### config.mk
export PLATFORM = sky130hd
export DESIGN_NAME = biu_rr_arb
export DESIGN_NICKNAME = d
export VERILOG_FILES = /design/src/rtl/biu_pkg.sv /design/src/rtl/biu_rr_pick.sv /design/src/rtl/biu_rr_arb.sv
export SDC_FILE = /design/constraint.sdc
export NUM_CORES = 1
export LEC_CHECK = 0
export CORE_ASPECT_RATIO = 1.5
export CORE_MARGIN = 10
export CORE_UTILIZATION = 25
export CTS_CLUSTER_SIZE = 14
export DETAILED_ROUTE_END_ITERATION = 6
export PLACE_DENSITY = 0.79
export SYNTH_ARGS = -nofsm -noshare
export SYNTH_HDL_FRONTEND = slang
export SYNTH_SLANG_ARGS = --single-unit
export TNS_END_PERCENT = 5
### constraint.sdc
create_clock -name clk -period 3.4 [get_ports clk]
set_input_delay 0.68 -clock clk [delete_from_list [all_inputs] [get_ports clk]]
set_output_delay 0.68 -clock clk [all_outputs]
set_load 0.01 [all_outputs]
### src/rtl/biu_pkg.sv
// biu_pkg: shared constants and helpers for the picoJava bus interface arbiter.
//   - one-hot FSM state encodings
//   - requester IDs (icu/dcu/smu)
//   - bit positions inside a {error, normal} ack pair
//   - transaction-type decode functions for single and four-beat bursts
package biu_pkg;

    // One-hot arbiter states
    localparam logic [4:0] ST_IDLE       = 5'b00001;
    localparam logic [4:0] ST_REQ_ACTIVE = 5'b00010;
    localparam logic [4:0] ST_FILL3      = 5'b00100;
    localparam logic [4:0] ST_FILL2      = 5'b01000;
    localparam logic [4:0] ST_FILL1      = 5'b10000;

    // Requester IDs
    localparam logic [1:0] ID_ICU = 2'd0;
    localparam logic [1:0] ID_DCU = 2'd1;
    localparam logic [1:0] ID_SMU = 2'd2;

    // Ack pair bit positions: {error, normal}
    localparam int ACK_NORMAL = 0;
    localparam int ACK_ERROR  = 1;

    // A single-ack transaction completes on its first normal ack
    function automatic logic type_is_single(input logic [3:0] t);
        return t[1];
    endfunction

    // A burst transaction needs four normal acks (REQ_ACTIVE + three fills)
    function automatic logic type_is_burst(input logic [3:0] t);
        return t[3] | (t[2] & ~t[1]) | (t[3:1] == 3'b000);
    endfunction

endpackage

### src/rtl/biu_rr_pick.sv
// biu_rr_pick: combinational three-way rotating-priority picker.
//   req[2:0]      request vector indexed by requester ID
//   last[1:0]     ID granted most recently; scanning starts just after it
//   gnt_valid     any request present
//   gnt_id[1:0]   winning requester ID (ID_ICU when nothing is requested)
module biu_rr_pick
    import biu_pkg::*;
(
    input  logic [2:0] req,
    input  logic [1:0] last,
    output logic       gnt_valid,
    output logic [1:0] gnt_id
);

    logic [1:0] first_s;
    logic [1:0] second_s;
    logic [1:0] third_s;

    // Scan order is last+1, last+2, last+3 (mod 3)
    always_comb begin
        first_s  = ID_DCU;
        second_s = ID_SMU;
        third_s  = ID_ICU;
        case (last)
            ID_ICU: begin
                first_s  = ID_DCU;
                second_s = ID_SMU;
                third_s  = ID_ICU;
            end
            ID_DCU: begin
                first_s  = ID_SMU;
                second_s = ID_ICU;
                third_s  = ID_DCU;
            end
            ID_SMU: begin
                first_s  = ID_ICU;
                second_s = ID_DCU;
                third_s  = ID_SMU;
            end
            default: begin
                first_s  = ID_DCU;
                second_s = ID_SMU;
                third_s  = ID_ICU;
            end
        endcase
    end

    // First asserted request in scan order wins
    always_comb begin
        gnt_valid = |req;
        gnt_id    = ID_ICU;
        if (req[first_s]) begin
            gnt_id = first_s;
        end else if (req[second_s]) begin
            gnt_id = second_s;
        end else if (req[third_s]) begin
            gnt_id = third_s;
        end else begin
            gnt_id = ID_ICU;
        end
    end

endmodule

### src/rtl/biu_rr_arb.sv
// biu_rr_arb: round-robin arbiter and transaction sequencer for the pj bus.
//   Requesters icu/dcu/smu present req/addr/type/size (dcu/smu also write
//   data). The winner is muxed onto pj_addr/pj_type/pj_size/pj_data_out with
//   pj_tv/pj_ale framing; pj_ack ({error, normal}) is routed back to the
//   owner as biu_*_ack. A watchdog synthesizes an error ack and pulses
//   bus_timeout when a transaction sees TIMEOUT_CYCLES cycles without acks.
module biu_rr_arb
    import biu_pkg::*;
#(
    parameter int TIMEOUT_CYCLES = 255
)
(
    input  logic        clk,
    input  logic        reset,
    input  logic        icu_req,
    input  logic        dcu_req,
    input  logic        smu_req,
    input  logic [31:0] icu_addr,
    input  logic [31:0] dcu_addr,
    input  logic [31:0] smu_addr,
    input  logic [3:0]  icu_type,
    input  logic [3:0]  dcu_type,
    input  logic [3:0]  smu_type,
    input  logic [1:0]  icu_size,
    input  logic [1:0]  dcu_size,
    input  logic [1:0]  smu_size,
    input  logic [31:0] dcu_dataout,
    input  logic [31:0] smu_dataout,
    output logic [1:0]  biu_icu_ack,
    output logic [1:0]  biu_dcu_ack,
    output logic [1:0]  biu_smu_ack,
    output logic [29:0] pj_addr,
    output logic [3:0]  pj_type,
    output logic [1:0]  pj_size,
    output logic [31:0] pj_data_out,
    output logic        pj_tv,
    output logic        pj_ale,
    input  logic [1:0]  pj_ack,
    output logic        bus_timeout
);

    // Fire when the incremented count would reach TIMEOUT_CYCLES, so the
    // error ack lands in the TIMEOUT_CYCLES-th cycle after the grant.
    localparam logic [7:0] WDOG_LAST = 8'(TIMEOUT_CYCLES - 1);

    logic [4:0] state_q, state_d;
    logic [1:0] owner_q, owner_d;
    logic [1:0] last_q, last_d;
    logic [3:0] type_q, type_d;
    logic [7:0] wdog_q, wdog_d;

    logic       gnt_valid_s;
    logic [1:0] gnt_id_s;
    logic [1:0] sel_s;
    logic       idle_s;
    logic       ack_err_s;
    logic       ack_norm_s;
    logic       ack_any_s;
    logic       timeout_s;
    logic [1:0] route_ack_s;
    logic       unused_s;

    biu_rr_pick u_pick (
        .req       ({smu_req, dcu_req, icu_req}),
        .last      (last_q),
        .gnt_valid (gnt_valid_s),
        .gnt_id    (gnt_id_s)
    );

    assign idle_s     = (state_q == ST_IDLE);
    assign ack_err_s  = pj_ack[ACK_ERROR];   // 11 counts as an error
    assign ack_norm_s = pj_ack[ACK_NORMAL] & ~pj_ack[ACK_ERROR];
    assign ack_any_s  = |pj_ack;
    assign timeout_s  = ~idle_s & ~ack_any_s & (wdog_q == WDOG_LAST);
    assign unused_s   = ^{icu_addr[31:30], dcu_addr[31:30], smu_addr[31:30]};

    assign pj_tv       = (gnt_valid_s & idle_s) | (state_q == ST_REQ_ACTIVE);
    assign pj_ale      = ~(pj_tv & idle_s);
    assign bus_timeout = timeout_s;

    // Bus mux select: live winner while arbitrating, latched owner afterwards
    always_comb begin
        if (idle_s) begin
            sel_s = gnt_id_s;
        end else begin
            sel_s = owner_q;
        end
    end

    // Request-field mux onto the pj bus
    always_comb begin
        pj_addr = icu_addr[29:0];
        pj_type = icu_type;
        pj_size = icu_size;
        case (sel_s)
            ID_DCU: begin
                pj_addr = dcu_addr[29:0];
                pj_type = dcu_type;
                pj_size = dcu_size;
            end
            ID_SMU: begin
                pj_addr = smu_addr[29:0];
                pj_type = smu_type;
                pj_size = smu_size;
            end
            default: begin
                pj_addr = icu_addr[29:0];
                pj_type = icu_type;
                pj_size = icu_size;
            end
        endcase
        if (sel_s == ID_SMU) begin
            pj_data_out = smu_dataout;
        end else begin
            pj_data_out = dcu_dataout;
        end
    end

    // Ack routing: only the owner sees acks, and only outside IDLE
    always_comb begin
        route_ack_s = 2'b00;
        if (idle_s) begin
            route_ack_s = 2'b00;
        end else if (timeout_s) begin
            route_ack_s = 2'b10;
        end else begin
            route_ack_s = pj_ack;
        end
        biu_icu_ack = (owner_q == ID_ICU) ? route_ack_s : 2'b00;
        biu_dcu_ack = (owner_q == ID_DCU) ? route_ack_s : 2'b00;
        biu_smu_ack = (owner_q == ID_SMU) ? route_ack_s : 2'b00;
    end

    // Next-state logic for FSM, ownership, type capture and watchdog
    always_comb begin
        state_d = state_q;
        owner_d = owner_q;
        last_d  = last_q;
        type_d  = type_q;
        if (timeout_s) begin
            state_d = ST_IDLE;
        end else begin
            case (state_q)
                ST_IDLE: begin
                    if (gnt_valid_s) begin
                        state_d = ST_REQ_ACTIVE;
                        owner_d = gnt_id_s;
                        last_d  = gnt_id_s;
                        type_d  = pj_type;
                    end else begin
                        state_d = ST_IDLE;
                    end
                end
                ST_REQ_ACTIVE: begin
                    if (ack_err_s) begin
                        state_d = ST_IDLE;
                    end else if (ack_norm_s && type_is_single(type_q)) begin
                        state_d = ST_IDLE;
                    end else if (ack_norm_s && type_is_burst(type_q)) begin
                        state_d = ST_FILL3;
                    end else begin
                        state_d = ST_REQ_ACTIVE;
                    end
                end
                ST_FILL3: begin
                    if (ack_err_s) begin
                        state_d = ST_IDLE;
                    end else if (ack_norm_s) begin
                        state_d = ST_FILL2;
                    end else begin
                        state_d = ST_FILL3;
                    end
                end
                ST_FILL2: begin
                    if (ack_err_s) begin
                        state_d = ST_IDLE;
                    end else if (ack_norm_s) begin
                        state_d = ST_FILL1;
                    end else begin
                        state_d = ST_FILL2;
                    end
                end
                ST_FILL1: begin
                    if (ack_any_s) begin
                        state_d = ST_IDLE;
                    end else begin
                        state_d = ST_FILL1;
                    end
                end
                default: begin
                    state_d = ST_IDLE;
                end
            endcase
        end

        if (idle_s || ack_any_s || timeout_s) begin
            wdog_d = 8'd0;
        end else begin
            wdog_d = wdog_q + 8'd1;
        end
    end

    // State registers with synchronous reset
    always_ff @(posedge clk) begin
        if (reset) begin
            state_q <= ST_IDLE;
            owner_q <= ID_ICU;
            last_q  <= ID_ICU;
            type_q  <= 4'd0;
            wdog_q  <= 8'd0;
        end else begin
            state_q <= state_d;
            owner_q <= owner_d;
            last_q  <= last_d;
            type_q  <= type_d;
            wdog_q  <= wdog_d;
        end
    end

endmodule
Word-level counts from Yosys, hierarchy flattened

Index checks and enable logic that the tools add are counted.

Add/sub/neg operators: 1
Order comparisons: 3
Eq/ne operators: 10
Multiplexer cells: 32
Bitwise logic cells: 15
Reduce and logical (&&, ||, !) cells: 11

Operators with widths:

| cell                                                                         | count |
|---|---|
| 30-bit one-hot mux with 2 select lines                                       | 1 |
| 32-bit two-way mux                                                           | 1 |
| 5-bit one-hot mux with 5 select lines                                        | 1 |
| 2-bit two-way mux                                                            | 10 |
| 2-bit one-hot mux with 2 select lines                                        | 4 |
| 5-bit two-way mux                                                            | 3 |
| 2-bit by 3-bit less-than comparator with 1-bit output, second input constant | 3 |
| 3-bit two-way mux                                                            | 3 |
| 8-bit by 1-bit adder with 8-bit output, second input constant                | 1 |
| 8-bit equality test, second input constant                                   | 1 |
| 4-bit two-way mux                                                            | 2 |
| 4-bit one-hot mux with 2 select lines                                        | 1 |
| 1-bit AND                                                                    | 6 |
| 1-bit binary-select mux with 2-bit select                                    | 3 |
| 1-bit NOT                                                                    | 6 |
| 2-bit OR reduction                                                           | 3 |
| 5-bit by 1-bit equality test with 1-bit output, second input constant        | 1 |
| 5-bit by 2-bit equality test with 1-bit output, second input constant        | 1 |
| 5-bit by 3-bit equality test with 1-bit output, second input constant        | 1 |
| 5-bit by 4-bit equality test with 1-bit output, second input constant        | 1 |
| 5-bit equality test, second input constant                                   | 1 |
| 2-bit by 1-bit equality test with 1-bit output, second input constant        | 2 |
| 2-bit equality test, second input constant                                   | 2 |
| 3-bit logical NOT                                                            | 1 |
| 7 further kinds                                                              | 13 |

Register bits: 19
Bits of input ports: 185
Output and inout port bits: 77
Word-level logic and storage cells: 76

Logic depth before layout (Yosys ltp)

Gate-level depths: netlist of run 1.

Depth in word-level cells: 10
Mapped depth: 12
Mapped depth without buffers: 11

Modules after synthesis

A second synthesis of run 1 with hierarchy kept.

Cells, all modules: 307
Area total of the unflattened synthesis: 2160.8 um2

Modules (own cells, without submodules):

| module      | instances | cells each | area an instance (um2) | sequential area each (um2) |
|---|---|---|---|---|
| biu_rr_arb  | 1         | 277        | 1944.4                 | 320.3 |
| biu_rr_pick | 1         | 30         | 216.5                  | 0.0 |

Worst setup path after synthesis of run 1

OpenSTA, ideal clock, no wires.

Path type: reg2out
Start point: register last_q[1]
End point: output pj_addr[10]
Arrival: 2775 ps
Path slack: -55 ps
Stages on the path, launching flop included: 13
Cell sequence: dfxtp_1 inv_1 ha_1 nand2b_1 a311oi_1 nor2_1 a22o_1 ha_1 clkbuf_1 clkbuf_1 clkbuf_1 nand2_1 o21ai_0

Word-level cells in the longest chain between the ends: 10

Ends and longest elaborated chain:

| element                                                                               | RTL line          | text |
|---|---|---|
| start, declared                                                                       | biu_rr_arb.sv:48  | `logic [1:0] last_q, last_d;` |
| start signal, assigned                                                                | biu_rr_arb.sv:214 | `last_q <= last_d;` |
| 2-bit equality test or 2-bit by 1-bit equality test with 1-bit output (tied branches) | biu_rr_pick.sv:24 | `case (last)` |
| 2-bit one-hot mux with 2 select lines                                                 | biu_rr_pick.sv:24 |  |
| 1-bit binary-select mux with 2-bit select                                             | biu_rr_pick.sv:56 | `end else if (req[third_s]) begin` |
| 1-bit two-way mux (implied by the code)                                               | biu_rr_pick.sv:56 |  |
| 2-bit two-way mux                                                                     | biu_rr_pick.sv:56 |  |
| 2-bit two-way mux                                                                     | biu_rr_pick.sv:54 | `end else if (req[second_s]) begin` |
| 2-bit two-way mux                                                                     | biu_rr_pick.sv:52 | `if (req[first_s]) begin` |
| 2-bit two-way mux (*)                                                                 | biu_rr_arb.sv:83  | `if (idle_s) begin` |
| 2-bit equality test or 2-bit by 1-bit equality test with 1-bit output (tied branches) | biu_rr_arb.sv:95  | `case (sel_s)` |
| 30-bit one-hot mux with 2 select lines (*)                                            | biu_rr_arb.sv:95  |  |
| end, declared                                                                         | biu_rr_arb.sv:32  | `output logic [29:0] pj_addr,` |

Every way passes the cells marked *; elsewhere a longest branch is shown, timed or not. The select of a mux whose other input is x is not followed.

Worst setup path after layout of run 1

Start point: input icu_req
End point: output pj_addr[3]

Word-level cells in the longest chain between the ends: 8

Ends and longest elaborated chain:

| element                                                                               | RTL line          | text |
|---|---|---|
| start, declared                                                                       | biu_rr_arb.sv:15  | `input logic icu_req,` |
| 1-bit binary-select mux with 2-bit select                                             | biu_rr_pick.sv:56 |  |
| 1-bit two-way mux (implied by the code)                                               | biu_rr_pick.sv:56 |  |
| 2-bit two-way mux                                                                     | biu_rr_pick.sv:56 |  |
| 2-bit two-way mux                                                                     | biu_rr_pick.sv:54 |  |
| 2-bit two-way mux (*)                                                                 | biu_rr_pick.sv:52 |  |
| 2-bit two-way mux (*)                                                                 | biu_rr_arb.sv:83  |  |
| 2-bit equality test or 2-bit by 1-bit equality test with 1-bit output (tied branches) | biu_rr_arb.sv:95  |  |
| 30-bit one-hot mux with 2 select lines (*)                                            | biu_rr_arb.sv:95  |  |

Marked as above.

==> impl_metrics.py, run 1 <==
metrics = {
    "outcome": {
        "status": "finished with violations",
        "failed_checks": "setup timing",
    },
    "yosys": {
        "yosysWarningCount": 0,
        "synth_cell_types": 49,
        "synth_seq_cells": 16,
        "synthFlopType": "dfxtp_1",
        "synth_area_per_cell_um2": 7.27,
        "synth_area_um2": 2230,
        "ys_seq_area_share_pct": 14.3,
        "synthCells": 307,
        "synth_edf_count": 0,
        "synth_nets": 501,
        "async_reset_ff_share_pct": 0,
    },
    "timing": {
        "whs_ns": 0.463,
        "finalSetupViolations": 1,
        "finalHoldViolations": 0,
        "finalCritPeriodShare_pct": 100,
        "finalClockSkew_ns": 0.00129,
        "timing.final.crit_period_ns": 3.41,
        "rsz0062_at_grt": "true",
        "worst_slack_ns": -0.00519,
        "slew_violations": 0,
        "fmax_mhz": 294,
        "slew_headroom_pct": 73.7,
        "tightest_slew_ns": 0.393,
    },
    "setup_path": {
        "cp.arrival_ns": 2.73,
        "endpoint_kind": "output pin",
        "cp_max_fo": 12,
        "start_kind": "input port",
        "worstSetupPathType": "input port to output pin",
        "required_ns": 2.72,
    },
    "clock_network": {
        "postCtsHoldBufs": 0,
        "clock_path_buffers": 2,
        "cts_num_sinks": 16,
        "cts-root-buf": "clkbuf_16",
        "cts_buffers": 3,
        "cts_tree": "done",
        "path_clk_slew_ns": 0.05,
        "clock_latency_ns": 0.25,
        "ctsHtreeMaxLevel": 1,
    },
    "die": {
        "core_um2": 8780,
        "std_cell_rows": 42,
        "die_w_um": 97.2,
        "die_y_um": 136,
        "start_util_pct": 25.4,
        "dieArea_um2": 13200,
        "ios": 262,
    },
    "final_layout": {
        "diodes": 0,
        "multi_input_area_um2": 1920,
        "fillerInstances": 778,
        "utilization_pct": 59.9,
        "final_nets": 787,
        "regArea_um2": 323,
        "drive_above_1_share_pct": 32.4,
        "area_growth_pct": 135,
        "layoutNonFillerInstCount": 702,
    },
    "route": {
        "wirelength_um": 14900,
        "dr.pass1.iters": 4,
        "viasPerCell": 5.05,
        "wl_per_cell_um": 21.2,
        "drc_errors": 0,
        "drt_iter0_drc": 127,
        "ant_nets": 0,
        "vias": 3546,
    },
    "worst_hold_path": {
        "holdCritPathClass": "flop to flop",
    },
    "place": {
        "hpwlAfterDp_um": 11800,
        "port_buffers": 255,
        "dp.cells": 679,
        "gp_congestion": 0.915,
    },
    "grt": {
        "grt_pass1_wl_um": 21300,
        "grt_pass1_vias": 3613,
        "gr-total-overflow": 0,
        "track_usage_pct": 19.9,
        "grt_max_degree": 30,
        "grt_antenna_before_repair": 3,
    },
    "run": {
        "maxCapViolCount": 0,
    },
    "power": {
        "power_density_nw_per_um2": 688,
        "leakagePower_nw": 2.14,
        "ir_worst_vdd_v": 0.000482,
    },
}
synth_stat cells, types with 2 or more instances:
cell type / n / share of area, %
nor2_1: 19 / 3.2
a21oi_1: 6 / 1.3
xor2_1: 4 / 1.6
nand2_1: 40 / 6.7
buf_2: 2 / 0.45
nor3_1: 8 / 1.8
a221oi_1: 2 / 0.78
a22oi_1: 37 / 12
mux2_2: 32 / 16
a22o_1: 2 / 0.78
buf_6: 3 / 1.5
o21ai_0: 45 / 10
xnor2_1: 4 / 1.6
inv_1: 4 / 0.67
nand3_1: 6 / 1.3
and3b_2: 2 / 0.90
nor3b_1: 3 / 1.0
buf_1: 6 / 1.0
nand3b_1: 4 / 1.3
clkbuf_1: 15 / 2.5
nand2b_1: 3 / 0.84
nor2b_1: 3 / 0.84
ha_1: 9 / 5.0
dfxtp_1: 16 / 14
and2_1: 5 / 1.4
and3_1: 4 / 1.1
power by group:
part,switching [mW],internal [mW]
combinational,1.58,1.55
clock,0.0764,0.179
sequential,0.0146,0.209
total,1.68,1.94
cell families after synthesis:
group / after synthesis / synth area share [%]
multiplexers: 32 / 16.1
AO/OA/AOI/OAI: 102 / 29.8
AND/OR/NAND/NOR: 109 / 25.2
flip-flops: 16 / 14.3
adder cells (fa/ha/maj): 9 / 5.04
buffers and inverters: 31 / 6.33
XOR/XNOR: 8 / 3.14
metrics by stage:
step / TNS, ns / area (µm²) / setup slack, ns / power, mW
2_1_floorplan: -1.11 / 2230 / -0.0554 / 1.55
3_3_place_gp: -32.98 / 5110 / -0.655 / 3.22
3_5_place_dp: -36.85 / 5110 / -0.691 / 3.27
4_1_cts: -0.513 / 5240 / -0.0652 / 3.49
5_1_grt: -1.62 / 5260 / -0.105 / 3.86
6_report: -0.00519 / 5260 / -0.00519 / 3.62
registers in the layout, summed over array words and instances (netlist names):
register / flops
last_q: 2
state_q: 5
type_q: 1
wdog_q: 8
worst max-delay path: stages:
cell and delay [ns]:
dlygate4sd2_1 0.28, and2_4 0.15, a311oi_2 0.29, nor2_1 0.10, a22o_1 0.25, ha_4 0.21, buf_6 0.14, buf_12 0.14
a22oi_2 0.15, o21ai_0 0.09, clkdlybuf4s15_2 0.23
metal layers:
layer / up-vias / GRT usage [%] / share of wire, %
li1: 1693 / - / -
met1: 1656 / 20.4 / 38
met2: 175 / 38.2 / 52
met3: 16 / 7.46 / 8.9
met4: 6 / 1.97 / 0.83
met5: - / 0 / 0.36
worst paths after layout:
path / startpoint / endpoint / slack, ns / depth (start not counted)
setup / recovery: icu_req / pj_addr[3] / -0.005 / 11
hold / removal: wdog_q[0]$_SDFF_PP0_ / wdog_q[0]$_SDFF_PP0_ / 0.46 / 1
setup reg to reg: last_q[1]$_SDFFE_PP0P_ / type_q[1]$_SDFFE_PP0P_ / 0.77 / 14
hold reg to reg: wdog_q[0]$_SDFF_PP0_ / wdog_q[0]$_SDFF_PP0_ / 0.46 / 1
cell type report:
cell class                      instances  share of cell area, %
Clock buffer                            4                   1.69
Inverter                                5                  0.357
Sequential cell                        16                   6.14
Tap cell                              110                   2.62
Timing Repair Buffer                  307                   52.7
Multi-Input combinational cell        260                   36.5
placed cells by master, fill, tap and decap left out, types with 5 or more instances in the layout:
master / Yosys / layout
dfxtp_1: 16 / 14
buf_2: 2 / 45
mux2_2: 32 / 32
nor2_1: 19 / 19
clkbuf_2: 0 / 20
nand3_1: 6 / 6
ha_4: 0 / 6
buf_12: 0 / 6
nand2_1: 40 / 40
buf_4: 0 / 40
a22oi_1: 37 / 27
clkdlybuf4s50_1: 0 / 184
a21oi_1: 6 / 5
a22oi_2: 0 / 10
clkbuf_16: 0 / 6
o21ai_1: 0 / 15
o21ai_0: 45 / 29
nor3_1: 8 / 7
repair_timing:
| action | 4_1_cts | 5_1_grt |
|---|---|---|
| pin swaps | 6 | 9 |
| setup buffers | 13 | 2 |
| setup endpoints to repair | 68 | 68 |
| resized for setup | 231 | 97 |
| hold endpoints to repair | 0 | 0 |
| gates cloned | 2 | 3 |
No activity file was read; power rests on OpenSTA's default activity.
==> run 2, diff against run 1 <==
==> constraint.sdc (replaced) <==
create_clock -name clk -period 3.4 [get_ports clk]
set_input_delay 0.34 -clock clk [delete_from_list [all_inputs] [get_ports clk]]
set_output_delay 0.34 -clock clk [all_outputs]
set_load 0.01 [all_outputs]
==> impl_metrics.py, run 2 (synthesized netlist as in run 1, its figures left out) <==
metrics = {
    "outcome": {
        "status": "finished with violations",
        "failed_checks": "setup timing",
    },
    "worst_hold_path": {
        "holdCritPathClass": "flop to flop",
        "min_from": "wdog_q[0]$_SDFF_PP0_",
        "hold_end": "wdog_q[0]$_SDFF_PP0_",
        "hold_depth": 1,
    },
    "place": {
        "hpwlAfterDp_um": 11700,
        "port_buffers": 255,
        "dpl_cell_area_um2": 4940,
        "gp_congestion": 0.888,
        "dp_slack_ns": -0.0176,
    },
    "setup_path": {
        "critPathTopFamily": "buffers and inverters",
        "required_ns": 3.06,
        "r2r-start": "last_q[0]$_SDFFE_PP0P_",
        "critical-path-slowest-cell": "clkdlybuf4s50_1",
        "endpoint_kind": "output pin",
        "crit_path_max_incr_delay_ns": 0.49,
        "worstSetupPathType": "flop to output pin",
        "rr_endpoint": "type_q[1]$_SDFFE_PP0P_",
        "path_cells": "inv_1 -> ha_1 -> buf_4 -> nor2b_1 -> o21ai_1 -> a22o_1 -> a22o_1 -> ha_4 -> buf_16 -> mux2_2 -> clkdlybuf4s50_1",
        "r2r_slack_ns": 0.83,
        "critPathBufInv": 4,
        "cp_max_fo": 28,
        "cp_common_cell": "a22o_1",
        "start_kind": "flop",
        "cp.arrival_ns": 3.09,
        "worstRegToRegCells": 13,
    },
    "grt": {
        "grt_antenna_before_repair": 5,
        "track_usage_pct": 19.6,
        "gr-total-overflow": 0,
        "grt_pass1_wl_um": 20800,
        "grt_max_degree": 51,
        "grt_pass1_vias": 3463,
    },
    "timing": {
        "finalHoldViolations": 0,
        "worst_slack_ns": -0.0328,
        "finalSetupViolations": 2,
        "rsz0062_at_grt": "true",
        "slew_violations": 0,
        "fmax_mhz": 291,
        "timing.final.crit_period_ns": 3.43,
        "slew_headroom_pct": 57.6,
        "finalClockSkew_ns": 0.00683,
        "tightest_slew_ns": 0.630,
        "finalCritPeriodShare_pct": 101,
    },
    "power": {
        "leakagePower_nw": 2.16,
        "ir_worst_vdd_v": 0.000772,
        "power_density_nw_per_um2": 623,
    },
    "die": {
        "die_y_um": 136,
        "core_um2": 8780,
        "die_w_um": 97.2,
        "ios": 262,
        "dieArea_um2": 13200,
        "start_util_pct": 25.4,
        "std_cell_rows": 42,
    },
    "route": {
        "wl_per_cell_um": 21.1,
        "vias": 3395,
        "wirelength_um": 14000,
        "dr.pass1.iters": 4,
        "drc_errors": 0,
        "viasPerCell": 5.11,
        "ant_nets": 0,
        "drt_iter0_drc": 100,
    },
    "clock_network": {
        "clock_path_buffers": 2,
        "postCtsHoldBufs": 0,
        "cts_buffers": 3,
        "cts-root-buf": "clkbuf_16",
        "ctsHtreeMaxLevel": 1,
        "cts_num_sinks": 16,
        "cts_tree": "done",
        "clock_latency_ns": 0.25,
        "path_clk_slew_ns": 0.05,
    },
    "run": {
        "maxCapViolCount": 0,
    },
    "final_layout": {
        "final_area_um2": 5080,
        "top_regs": "wdog_q (8), state_q (5), last_q (2)",
        "layout_common_cells": "189 x clkdlybuf4s50_1, 44 x o21ai_0, 42 x dlygate4sd2_1, 40 x nand2_1, 37 x a22oi_1",
        "fillerInstances": 801,
        "top_register": "wdog_q",
        "final_nets": 748,
        "utilization_pct": 57.9,
        "area_growth_pct": 128,
        "drive_above_1_share_pct": 11.8,
        "largest_reg_flops": 8,
        "final_common_cell": "clkdlybuf4s50_1",
    },
}
[run 2: routing by layer]
layer,GRT usage (%),up-vias,share of wire (%)
met3,8.48,14,10
met4,3.29,6,0.54
met2,35.6,171,51
met5,0,-,0.34
li1,-,1620,-
met1,20.6,1584,37
[run 2: worst max path at each step]
stage	startpoint	endpoint	slack, ns	depth (start not counted)
6_report	last_q[0]$_SDFFE_PP0P_	pj_data_out[5]	-0.03	11
5_1_grt	last_q[0]$_SDFFE_PP0P_	pj_data_out[2]	-0.19	11
4_1_cts	last_q[0]$_SDFFE_PP0P_	pj_data_out[7]	-0.09	11
3_5_place_dp	last_q[0]$_SDFFE_PP0P_	pj_addr[16]	-0.02	12
3_3_place_gp	dcu_req	pj_addr[25]	0.09	10
2_1_floorplan	last_q[1]$_SDFFE_PP0P_	pj_addr[10]	0.28	12
[run 2: final cells by class]
cell class	instances	area [µm²]	area share (%)
antenna	2	5.00	0.0985
clock buffer	4	88.8	1.75
inverter	5	18.8	0.369
multi-input combinational	260	1790	35.3
sequential	16	320	6.30
tap	110	138	2.71
timing repair buffer	268	2720	53.5
[run 2: repair_timing]
item / 4_1_cts / 5_1_grt
pin swaps: 1 / 0
setup endpoints to repair: 68 / 50
buffers inserted: 0 / 0
gates cloned: 1 / 0
gates resized for setup: 49 / 29
[run 2: per-stage QoR]
step	hold slack, ns	setup TNS [ns]	std cells	power [mW]
6_report	0.466	-0.0642	665	3.16
5_1_grt	0.486	-0.355	665	3.41
3_3_place_gp	0.442	0	658	3.08
4_1_cts	0.470	-1.68	663	3.22
2_1_floorplan	0.409	0	307	1.55
3_5_place_dp	0.464	-0.0176	658	3.14
[run 2: report_power, final]
part,total [mW],switching (mW),internal [mW]
clock network,0.260,0.0808,0.179
logic,2.69,1.38,1.31
registers,0.219,0.0124,0.207
total,3.16,1.47,1.70
==> RTL change 1, RTL diff (settings of run 2) <==
Make the reset (`reset`) asynchronous in one clocked block. Comments in the files are not updated.
--- a/src/rtl/biu_rr_arb.sv
+++ b/src/rtl/biu_rr_arb.sv
@@ -201,7 +201,7 @@
     end
 
     // State registers with synchronous reset
-    always_ff @(posedge clk) begin
+    always_ff @(posedge clk or posedge reset) begin
         if (reset) begin
             state_q <= ST_IDLE;
             owner_q <= ID_ICU;
Behaviour: differs if reset is asserted again (counterexample within 4 cycles, from zero or initial values and one cycle with reset high); with reset held inactive, the same outputs for 10 cycles.
==> RTL change 1 against run 2 <==
Cell area down 0.47%. Sequential share of layout area up 1.6 points. Register-to-register slack better by 0.10 ns. Clock power down 3%. Routed wire length down 4.9%. Area after synthesis up 1.8%. Sequential power up 17%. Power up 13%. The flow still finishes with violations (negative setup slack). Sequential cell count unchanged. Die area up 1.5%. Critical endpoint is now pj_addr[23]. Worst setup slack worse by 0.0082 ns.
==> RTL change 1: results <==
[pwr]
pwr-share-seq = 0.072
p_int_mw = 1.93
p_comb_mw = 3.08
power.leakage_nw = 2.17
ir_worst_vdd_v = 0.000493
p_per_area_nw_per_um2 = 709

[layout]
nets = 739
drive_gt1_frac = 0.129
diodes = 0

[timing]
setup_viol = 2
worst-slew-pin-transition_ns = 0.622
setup_slack_ns = -0.0409
skew_ns = 0.00397

[yosys]
syn_inst = 299
async_flop_share = 1.00
yosysSeqAreaShare = 0.177
syn_nets = 493
ys_top_cells_by_count = nand2_1 (46), o21ai_0 (40), a22oi_1 (36)
synth_area_leaders = dfrtp_1 (17%), mux2_2 (16%), a22oi_1 (12%)
ys_types = 52

[worst_setup_path]
arrival_ns = 3.10
cpMaxStageDelayCell = clkdlybuf4s50_1
timing.critical_path.from = last_q[1]$_DFFE_PP0P_
r2r-end = type_q[1]$_DFFE_PP0P_
reg2reg_slack_ns = 0.93
critPathMaxStageDelay_ns = 0.56
cp_num_cells = 12
crit_end = pj_addr[23]
cp_max_fo = 19
r2r_cells = 10

[place]
hpwlAfterDp_um = 11600
place_area_sq_um = 4990
gp_congestion = 0.871

[hold_path]
worstHoldPathType = input pin to asynchronous set/reset pin

[detailed_routing]
dr_wl_met2_um = 6830
top_layer_used = met4
wl_met3_um = 1390
m1WireLength_um = 5030
routedWlPerCell_um = 20.4
initialDrtViolationCount = 113
viasPerCell = 4.96

[global_route]
grt_pass1_wl_um = 19600
grtUsageMet1 = 0.193
grt_usage = 0.181
antenna_found_initial = 0
grt_pass1_vias = 3558
met2_usage = 0.329

[outcome]
violations = negative setup slack
outcome = finished, violations left
[RTL change 1: logic make-up after synthesis]
family / after synthesis / synth area share
and+or+nand+nor: 101 / 0.225
AOI/OAI and AO/OA: 98 / 0.283
muxes: 34 / 0.168
buffers and inverters: 33 / 0.0666
DFF: 16 / 0.177
adders and majority gates: 9 / 0.0495
xor gates and xnor gates: 8 / 0.0308
[RTL change 1: final cells by class]
class | count | area, sq um
tap | 110 | 138
inverter | 7 | 26.3
sequential | 16 | 402
fill | 816 | 3820
clock buffer | 4 | 88.8
timing repair buffer | 267 | 2670
multi-input combinational | 250 | 1740
[RTL change 1: through the flow]
stage / hold slack, ns / setup TNS, ns / instances / setup WS [ns]
2_1_floorplan: 0.253 / 0 / 299 / 0.399
3_3_place_gp: 0.520 / 0 / 650 / 0.0694
3_5_place_dp: 0.525 / 0 / 650 / 0.0259
4_1_cts: 0.494 / -0.388 / 654 / -0.124
5_1_grt: 0.534 / -0.535 / 654 / -0.253
6_report: 0.474 / -0.0681 / 654 / -0.0409
==> RTL change 2, RTL diff (flow settings as in run 2) <==
Made on the original files. Change the parameter `TIMEOUT_CYCLES` from 255 to 191.
--- a/src/rtl/biu_rr_arb.sv
+++ b/src/rtl/biu_rr_arb.sv
@@ -7,7 +7,7 @@
 module biu_rr_arb
     import biu_pkg::*;
 #(
-    parameter int TIMEOUT_CYCLES = 255
+    parameter int TIMEOUT_CYCLES = 191
 )
 (
     input  logic        clk,
Behaviour: no difference found for any inputs over 10 cycles, from zero or initial values and one cycle with reset high; that may be too few to reach the edited logic, so the function may still have changed.
==> RTL change 2 against run 2 <==
Routed wire length is 8.7% lower. Via count is 0.82% lower. Clock skew is 0.0014 ns lower. Combinational power is 41% higher. Cell area is 0.30% higher. Power is 35% higher. Final cell count is 1.2% higher. Highest routed layer is now met4. Sequential cell count stayed put. Area after synthesis hardly changed. Worst setup slack better by 0.19 ns.
==> RTL change 2: results <==
[outcome]
outcome = complete, no violations

[detailed_routing]
top_layer_used = met4
routedWlPerCell_um = 19.0
dr_wl_met2_um = 6900

[layout]
diodes = 0
nets = 758

[yosys]
ys_types = 44
ys_top_cells_by_count = nand2_1 (45), o21ai_0 (40), a22oi_1 (37)
synth_area_leaders = mux2_2 (16%), dfxtp_1 (14%), a22oi_1 (12%)

[timing]
slew_headroom = 0.672
whs_ns = 0.462
setup_viol = 0
tns_ns = 0

[worst_setup_path]
crit_end = pj_addr[26]
cpMaxStageDelayCell = dfxtp_1
cp_max_fo = 29
crit_family = compound AO/OA/AOI/OAI gates
arrival_ns = 2.90

[global_route]
grt_max_degree = 33
grt_pass1_vias = 3480
met3_usage = 0.0536
met2_usage = 0.350
grtUsageMet1 = 0.189
grt_pass1_wl_um = 19600
grt_usage = 0.180

[place]
hpwlAfterDp_um = 11000
place_area_sq_um = 5040

[pwr]
ir_worst_vdd_v = 0.000598
RTL change 2: changes by cell type after synthesis, sizes merged, moves of 3 or more:
cell	before	now
nor4	0	5
nor3b	3	0
nand4b	0	5
or2	1	4
nand3	6	3
or3	3	0
nand2	40	45
o21ai	46	40
nor4b	0	3
RTL change 2: cells by family after synthesis:
group	synth area share
and+or+nand+nor	0.282
DFF	0.144
adders and majority gates	0.0505
AOI/OAI and AO/OA	0.266
muxes	0.166
buffers and inverters	0.0606
xor gates and xnor gates	0.0314
RTL change 2: report_power, final:
group	total [mW]	switching [mW]	internal [mW]
registers	0.225	0.0129	0.212
clock network	0.253	0.0743	0.179
logic	3.80	1.95	1.85
total	4.27	2.04	2.24
RTL change 2: area by class of cell:
class	instances	area, sq um
fillers	803	3680
inverters	7	26.3
repair buffers	278	2710
well taps	110	138
clock buffers	4	88.8
flip-flops and latches	16	320
multi-input cells	258	1810
RTL change 2: timing repair:
item                       in CTS  in global routing
setup endpoints to repair      68                  6
pin swaps                       1                  3
gates resized for setup        70                  7
